[src/rtl/reg_cmd_ctrl_pkg.sv]
// ---------------------------------------------------------------------------
// reg_cmd_ctrl_pkg
// Shared UART-side definitions for the register command controller:
//   DATA_WIDTH     - byte width of RX/TX and register data
//   ADDRESS_WIDTH  - register-file address width
//   CMD_WRITE      - frame header byte for a register write (0xAA)
//   CMD_READ       - frame header byte for a register read  (0xBB)
//   reg_cmd_state_e - sequencer states
//   addrByteOk()   - checks that an address byte has no bits above the
//                    register-file address range
// ---------------------------------------------------------------------------
package reg_cmd_ctrl_pkg;

  localparam int DATA_WIDTH    = 8;
  localparam int ADDRESS_WIDTH = 4;

  localparam logic [DATA_WIDTH-1:0] CMD_WRITE = 8'hAA;
  localparam logic [DATA_WIDTH-1:0] CMD_READ  = 8'hBB;

  typedef enum logic [2:0] {
    IDLE    = 3'd0,
    WR_ADDR = 3'd1,
    WR_DATA = 3'd2,
    RD_ADDR = 3'd3,
    RD_WAIT = 3'd4,
    TX_SEND = 3'd5
  } reg_cmd_state_e;

  // An address byte is only legal when every bit above the register-file
  // address range is zero; anything else would silently alias a register.
  function automatic logic addrByteOk(input logic [DATA_WIDTH-1:0] rxByte);
    return (rxByte[DATA_WIDTH-1:ADDRESS_WIDTH] == '0);
  endfunction

endpackage

[src/rtl/reg_cmd_ctrl.sv]
// ---------------------------------------------------------------------------
// reg_cmd_ctrl
// Command decoder/sequencer between the UART RX/TX and the register file.
// Write frame: 0xAA, addr, data.  Read frame: 0xBB, addr; the read-back byte
// is handed to the UART transmitter once it is not busy.
//
// Ports:
//   CLK, RST        - clock (rising edge), synchronous active-high reset
//   i_RX_Data/Valid - received byte and its one-cycle valid pulse
//   o_WrData        - register-file write data (held between strobes)
//   o_Address       - register-file address (held between strobes)
//   o_WrEn, o_RdEn  - one-cycle register-file write/read strobes
//   i_RdData/Valid  - register-file read data and its valid
//   o_TX_Data/Valid - byte for the transmitter and its one-cycle pulse
//   i_TX_Busy       - transmitter busy, blocks o_TX_Valid while high
//   o_Cmd_Err       - one-cycle pulse on any rejected or aborted frame
//
// Optional build macro: REG_CMD_TIMEOUT_EN adds an inter-byte timeout of
// TIMEOUT_CYCLES clocks while a frame is partially received.
// ---------------------------------------------------------------------------
module reg_cmd_ctrl
  import reg_cmd_ctrl_pkg::*;
#(
  parameter int TIMEOUT_CYCLES = 1024
) (
  input  logic                     CLK,
  input  logic                     RST,
  input  logic [DATA_WIDTH-1:0]    i_RX_Data,
  input  logic                     i_RX_Valid,
  output logic [DATA_WIDTH-1:0]    o_WrData,
  output logic [ADDRESS_WIDTH-1:0] o_Address,
  output logic                     o_WrEn,
  output logic                     o_RdEn,
  input  logic [DATA_WIDTH-1:0]    i_RdData,
  input  logic                     i_RdData_Valid,
  output logic [DATA_WIDTH-1:0]    o_TX_Data,
  output logic                     o_TX_Valid,
  input  logic                     i_TX_Busy,
  output logic                     o_Cmd_Err
);

  reg_cmd_state_e           state_q;
  logic [DATA_WIDTH-1:0]    wrData_q;
  logic [ADDRESS_WIDTH-1:0] address_q;
  logic                     wrEn_q;
  logic                     rdEn_q;
  logic [DATA_WIDTH-1:0]    txData_q;
  logic                     txValid_q;
  logic                     cmdErr_q;

`ifdef REG_CMD_TIMEOUT_EN
  localparam int CntW = $clog2(TIMEOUT_CYCLES);
  localparam logic [CntW-1:0] CntLast = CntW'(TIMEOUT_CYCLES - 1);

  logic [CntW-1:0] timeoutCnt_q;
  logic            inFrame;
  logic            timeoutHit;

  // Only the states that wait for the next byte of a frame are timed.
  assign inFrame    = (state_q == WR_ADDR) || (state_q == WR_DATA) ||
                      (state_q == RD_ADDR);
  assign timeoutHit = inFrame && !i_RX_Valid && (timeoutCnt_q == CntLast);
`endif

  // Whole sequencer in one registered block: every output is a flop, the
  // strobes default low each cycle so they can only ever last one cycle.
  always_ff @(posedge CLK) begin
    if (RST) begin
      state_q   <= IDLE;
      wrData_q  <= '0;
      address_q <= '0;
      wrEn_q    <= 1'b0;
      rdEn_q    <= 1'b0;
      txData_q  <= '0;
      txValid_q <= 1'b0;
      cmdErr_q  <= 1'b0;
`ifdef REG_CMD_TIMEOUT_EN
      timeoutCnt_q <= '0;
`endif
    end else begin
      wrEn_q    <= 1'b0;
      rdEn_q    <= 1'b0;
      txValid_q <= 1'b0;
      cmdErr_q  <= 1'b0;

      case (state_q)
        IDLE: begin
          if (i_RX_Valid) begin
            if (i_RX_Data == CMD_WRITE) begin
              state_q <= WR_ADDR;
            end else if (i_RX_Data == CMD_READ) begin
              state_q <= RD_ADDR;
            end else begin
              cmdErr_q <= 1'b1;
            end
          end
        end

        WR_ADDR, RD_ADDR: begin
          if (i_RX_Valid) begin
            if (addrByteOk(i_RX_Data)) begin
              address_q <= i_RX_Data[ADDRESS_WIDTH-1:0];
              if (state_q == WR_ADDR) begin
                state_q <= WR_DATA;
              end else begin
                rdEn_q  <= 1'b1;
                state_q <= RD_WAIT;
              end
            end else begin
              cmdErr_q <= 1'b1;
              state_q  <= IDLE;
            end
          end
        end

        WR_DATA: begin
          if (i_RX_Valid) begin
            wrData_q <= i_RX_Data;
            wrEn_q   <= 1'b1;
            state_q  <= IDLE;
          end
        end

        // Read data with an idle transmitter goes straight out, which keeps
        // the read-to-TX latency at one cycle after the data arrives.
        RD_WAIT: begin
          if (i_RX_Valid) begin
            cmdErr_q <= 1'b1;
          end
          if (i_RdData_Valid) begin
            txData_q <= i_RdData;
            if (!i_TX_Busy) begin
              txValid_q <= 1'b1;
              state_q   <= IDLE;
            end else begin
              state_q <= TX_SEND;
            end
          end
        end

        TX_SEND: begin
          if (i_RX_Valid) begin
            cmdErr_q <= 1'b1;
          end
          if (!i_TX_Busy) begin
            txValid_q <= 1'b1;
            state_q   <= IDLE;
          end
        end

        default: begin
          state_q <= IDLE;
        end
      endcase

`ifdef REG_CMD_TIMEOUT_EN
      // The counter restarts on every byte and is parked at zero outside a
      // frame, so it is already clear on entry to any timed state.
      if (timeoutHit) begin
        cmdErr_q <= 1'b1;
        state_q  <= IDLE;
      end
      if (!inFrame || i_RX_Valid || timeoutHit) begin
        timeoutCnt_q <= '0;
      end else begin
        timeoutCnt_q <= timeoutCnt_q + 1'b1;
      end
`endif
    end
  end

  assign o_WrData   = wrData_q;
  assign o_Address  = address_q;
  assign o_WrEn     = wrEn_q;
  assign o_RdEn     = rdEn_q;
  assign o_TX_Data  = txData_q;
  assign o_TX_Valid = txValid_q;
  assign o_Cmd_Err  = cmdErr_q;

endmodule
[config.mk]
export PLATFORM = sky130hd
export DESIGN_NAME = reg_cmd_ctrl
export DESIGN_NICKNAME = d
export VERILOG_FILES = /design/src/rtl/reg_cmd_ctrl_pkg.sv /design/src/rtl/reg_cmd_ctrl.sv
export SDC_FILE = /design/constraint.sdc
export NUM_CORES = 1
export LEC_CHECK = 0
export ABC_AREA = 1
export BUFFER_PORTS_ARGS = -buffer_cell sky130_fd_sc_hd__buf_4
export CELL_PAD_IN_SITES_DETAIL_PLACEMENT = 0
export CELL_PAD_IN_SITES_GLOBAL_PLACEMENT = 2
export CORE_MARGIN = 2
export CORE_UTILIZATION = 24
export CTS_CLUSTER_DIAMETER = 30
export DETAILED_ROUTE_END_ITERATION = 7
export PLACE_DENSITY_LB_ADDON = 0.1
export SLEW_MARGIN = 25
export SYNTH_ARGS = -nofsm -noshare
export SYNTH_HDL_FRONTEND = slang
export SYNTH_SLANG_ARGS = --single-unit
export TNS_END_PERCENT = 1
[constraint.sdc]
create_clock -name CLK -period 1.1 [get_ports CLK]
set_input_delay 0.11 -clock CLK [delete_from_list [all_inputs] [get_ports CLK]]
set_output_delay 0.11 -clock CLK [all_outputs]
set_load 0.005 [all_outputs]
==> flow_summary.toml <==
[cts]
cts_max_level = 1
clk_root_buffer_cell = "clkbuf_8"
cts_sinks = 27
clk_path_buf_depth = 2
cts_tree = "yes"
clkTransAtPathRegs_ns = 0.10
numCtsBuffers = 3
clk-insertion-delay-late_ns = 0.28

[run]
maxCapViolations = 0

[place]
postPlaceCellArea_um2 = 1760
gp_routability_congestion = 0.747
portBuffers = 44
hpwlAfterDp_um = 2460

[timing]
worst_slack_ns = -0.0338
drv_slew = 0
fin_crit_ns = 1.13
grt_setup_unrepaired = "true"
finalHoldViolations = 0
max-slew-margin-rel_pct = 83.3
finalCritPeriodShare_pct = 103
max_slew.worst_pin.slew_ns = 0.250
holdWs_ns = 0.0724
max_freq_mhz = 882
finalSetupViolations = 8
finClkSkew_ns = 0.00386
finalSetupTns_ns = -0.0840

[power]
power_leakage_nw = 0.829
power_density_nw_per_um2 = 2060
power_w = 0.00392
peakVddDrop_mv = 0.677

[yosys]
syn-num-nets = 175
postSynthAreaPerCell_um2 = 8.12
seq_area_frac_synth_pct = 43.2
synth_edf_count = 0
syn-cell-area_um2 = 1250
ys_seq_elements = 27
synth_ff_type = "dfxtp_1"
netlist_instances = 154
synth_cell_types = 26
yosysWarnings = 0
async_reset_ff_share_pct = 0

[grt]
grt_max_degree = 18
antenna_found_initial = 0
grtUsageTotal_pct = 11.1
grt_pass1_wl_um = 5260
grt-ovfl-total = 0
grt_pass1_vias = 1149

[detailed_routing]
drc_errors = 0
firstDrtPassIters = 4
avgViaCountPerCell = 4.15
via_count = 1192
drt-initial-drc-count = 30
wl_per_cell_um = 10.7
drt_wl_total_um = 3090
ant_nets = 0

[floorplanning]
fp-row-count = 26
die_w_um = 76.2
start_util_pct = 24.6
io_pins = 45
die-area_um2 = 5800
die_height_um = 76.2
core_area_um2 = 5070

[finish]
final_layout_size_suffix_gt1_share_pct = 48.4
final_nets = 239
fin_area_um2 = 1900
diodes = 0
final_cell_mix = "buf_4 (62), dfxtp_1 (24), nor2_1 (22)"
area_delta_synth_final_pct = 52.0
layout_commonest_cell = "buf_4"

[critical_path]
cp-start-kind = "register"
crit_path_max_fanout = 7
required_ns = 1.28
cp.arrival_ns = 1.31
path_class = "register to register"
end_kind = "register"

[status]
violations = "negative setup slack"
status = "complete, but fails checks"

[worst_hold_path]
hp-class = "primary input to register"
per-layer routing:
metal	wire length (µm)	GRT usage [%]	vias up
li1	-	-	624
met1	1380	14.2	530
met2	1470	18.0	34
met3	189	2.73	4
met4	42	4.36	0
met5	0	0	-
registers in the layout, summed over array words and instances, names as in the netlist:
name,flops
o_WrEn,1
o_RdEn,1
o_WrData,8
o_TX_Valid,1
state_q,3
o_Address,4
o_TX_Data,8
o_Cmd_Err,1
cell type report:
cell class / count / area, µm²
clock inverter: 1 / 8.76
timing repair buffer: 64 / 487
clock buffer: 3 / 41.3
inverter: 21 / 98.8
tap: 70 / 87.6
multi-input combinational: 101 / 624
fill: 590 / 3180
sequential: 27 / 552
cells in the mapped netlist, types with 3 or more instances:
cell type  count  area [µm²]
o21ai_0       13        65.1
o21ai_2        3        26.3
inv_2          4        15.0
a21oi_1       15        75.1
o21ai_1        5        25.0
dfxtp_1       27         541
inv_1         15        56.3
nor2_1        24        90.1
nor2_4         3        33.8
a21oi_2        4        35.0
nand2_1       18        67.6
nand3_1        3        15.0
through the flow:
stage                     worst slack (ns)  utilization (%)  cells
after floorplan                     0.0127                -    154
after global placement             -0.0764             34.7    279
after detailed placement            -0.102             34.7    279
after CTS                          -0.0928             36.1    285
after global routing                -0.117             37.4    287
final                              -0.0338             37.4    287
worst max-delay path, cell delays in order, from the launching register on:
cell	delay, ns
dfxtp_4	0.44
inv_4	0.07
nand2_4	0.07
o21ai_2	0.07
nor2_4	0.16
nand2_2	0.08
nor2_1	0.11
nor2_1	0.04
logic make-up after synthesis:
group / Yosys count / synth area share (%)
DFF: 27 / 43.2
buffers and inverters: 26 / 10.0
AOI/OAI and AO/OA: 41 / 19.1
and+or+nand+nor: 60 / 27.6
worst paths after layout:
kind | slack, ns | start | cells after the start | endpoint
worst max register to register | -0.03 | state_q[2]$_SDFFE_PP0P_ | 7 | state_q[0]$_SDFFE_PP0P_
worst min register to register | 0.45 | o_TX_Data[0]$_SDFFE_PP0P_ | 2 | o_TX_Data[0]$_SDFFE_PP0P_
worst min-delay path | 0.07 | i_RX_Data[1] | 3 | o_Address[1]$_SDFFE_PP0P_
worst max-delay path | -0.03 | state_q[2]$_SDFFE_PP0P_ | 7 | state_q[0]$_SDFFE_PP0P_
report_power, final:
| part | switching, W | internal, W | total, W |
|---|---|---|---|
| clock network | 0.000339 | 0.000266 | 0.000605 |
| logic | 0.000967 | 0.000909 | 0.00188 |
| registers | 0.000222 | 0.00121 | 0.00144 |
| total | 0.00153 | 0.00239 | 0.00392 |
timing repair:
| item | in CTS | in global routing |
|---|---|---|
| buffers inserted | 2 | 2 |
| endpoints found under the hold margin | 1 | 0 |
| pin swaps | 4 | 8 |
| gates resized for setup | 10 | 23 |
| endpoints found under the setup margin | 25 | 26 |
| hold buffers | 1 | 0 |
(Power assumes the default switching activity.)
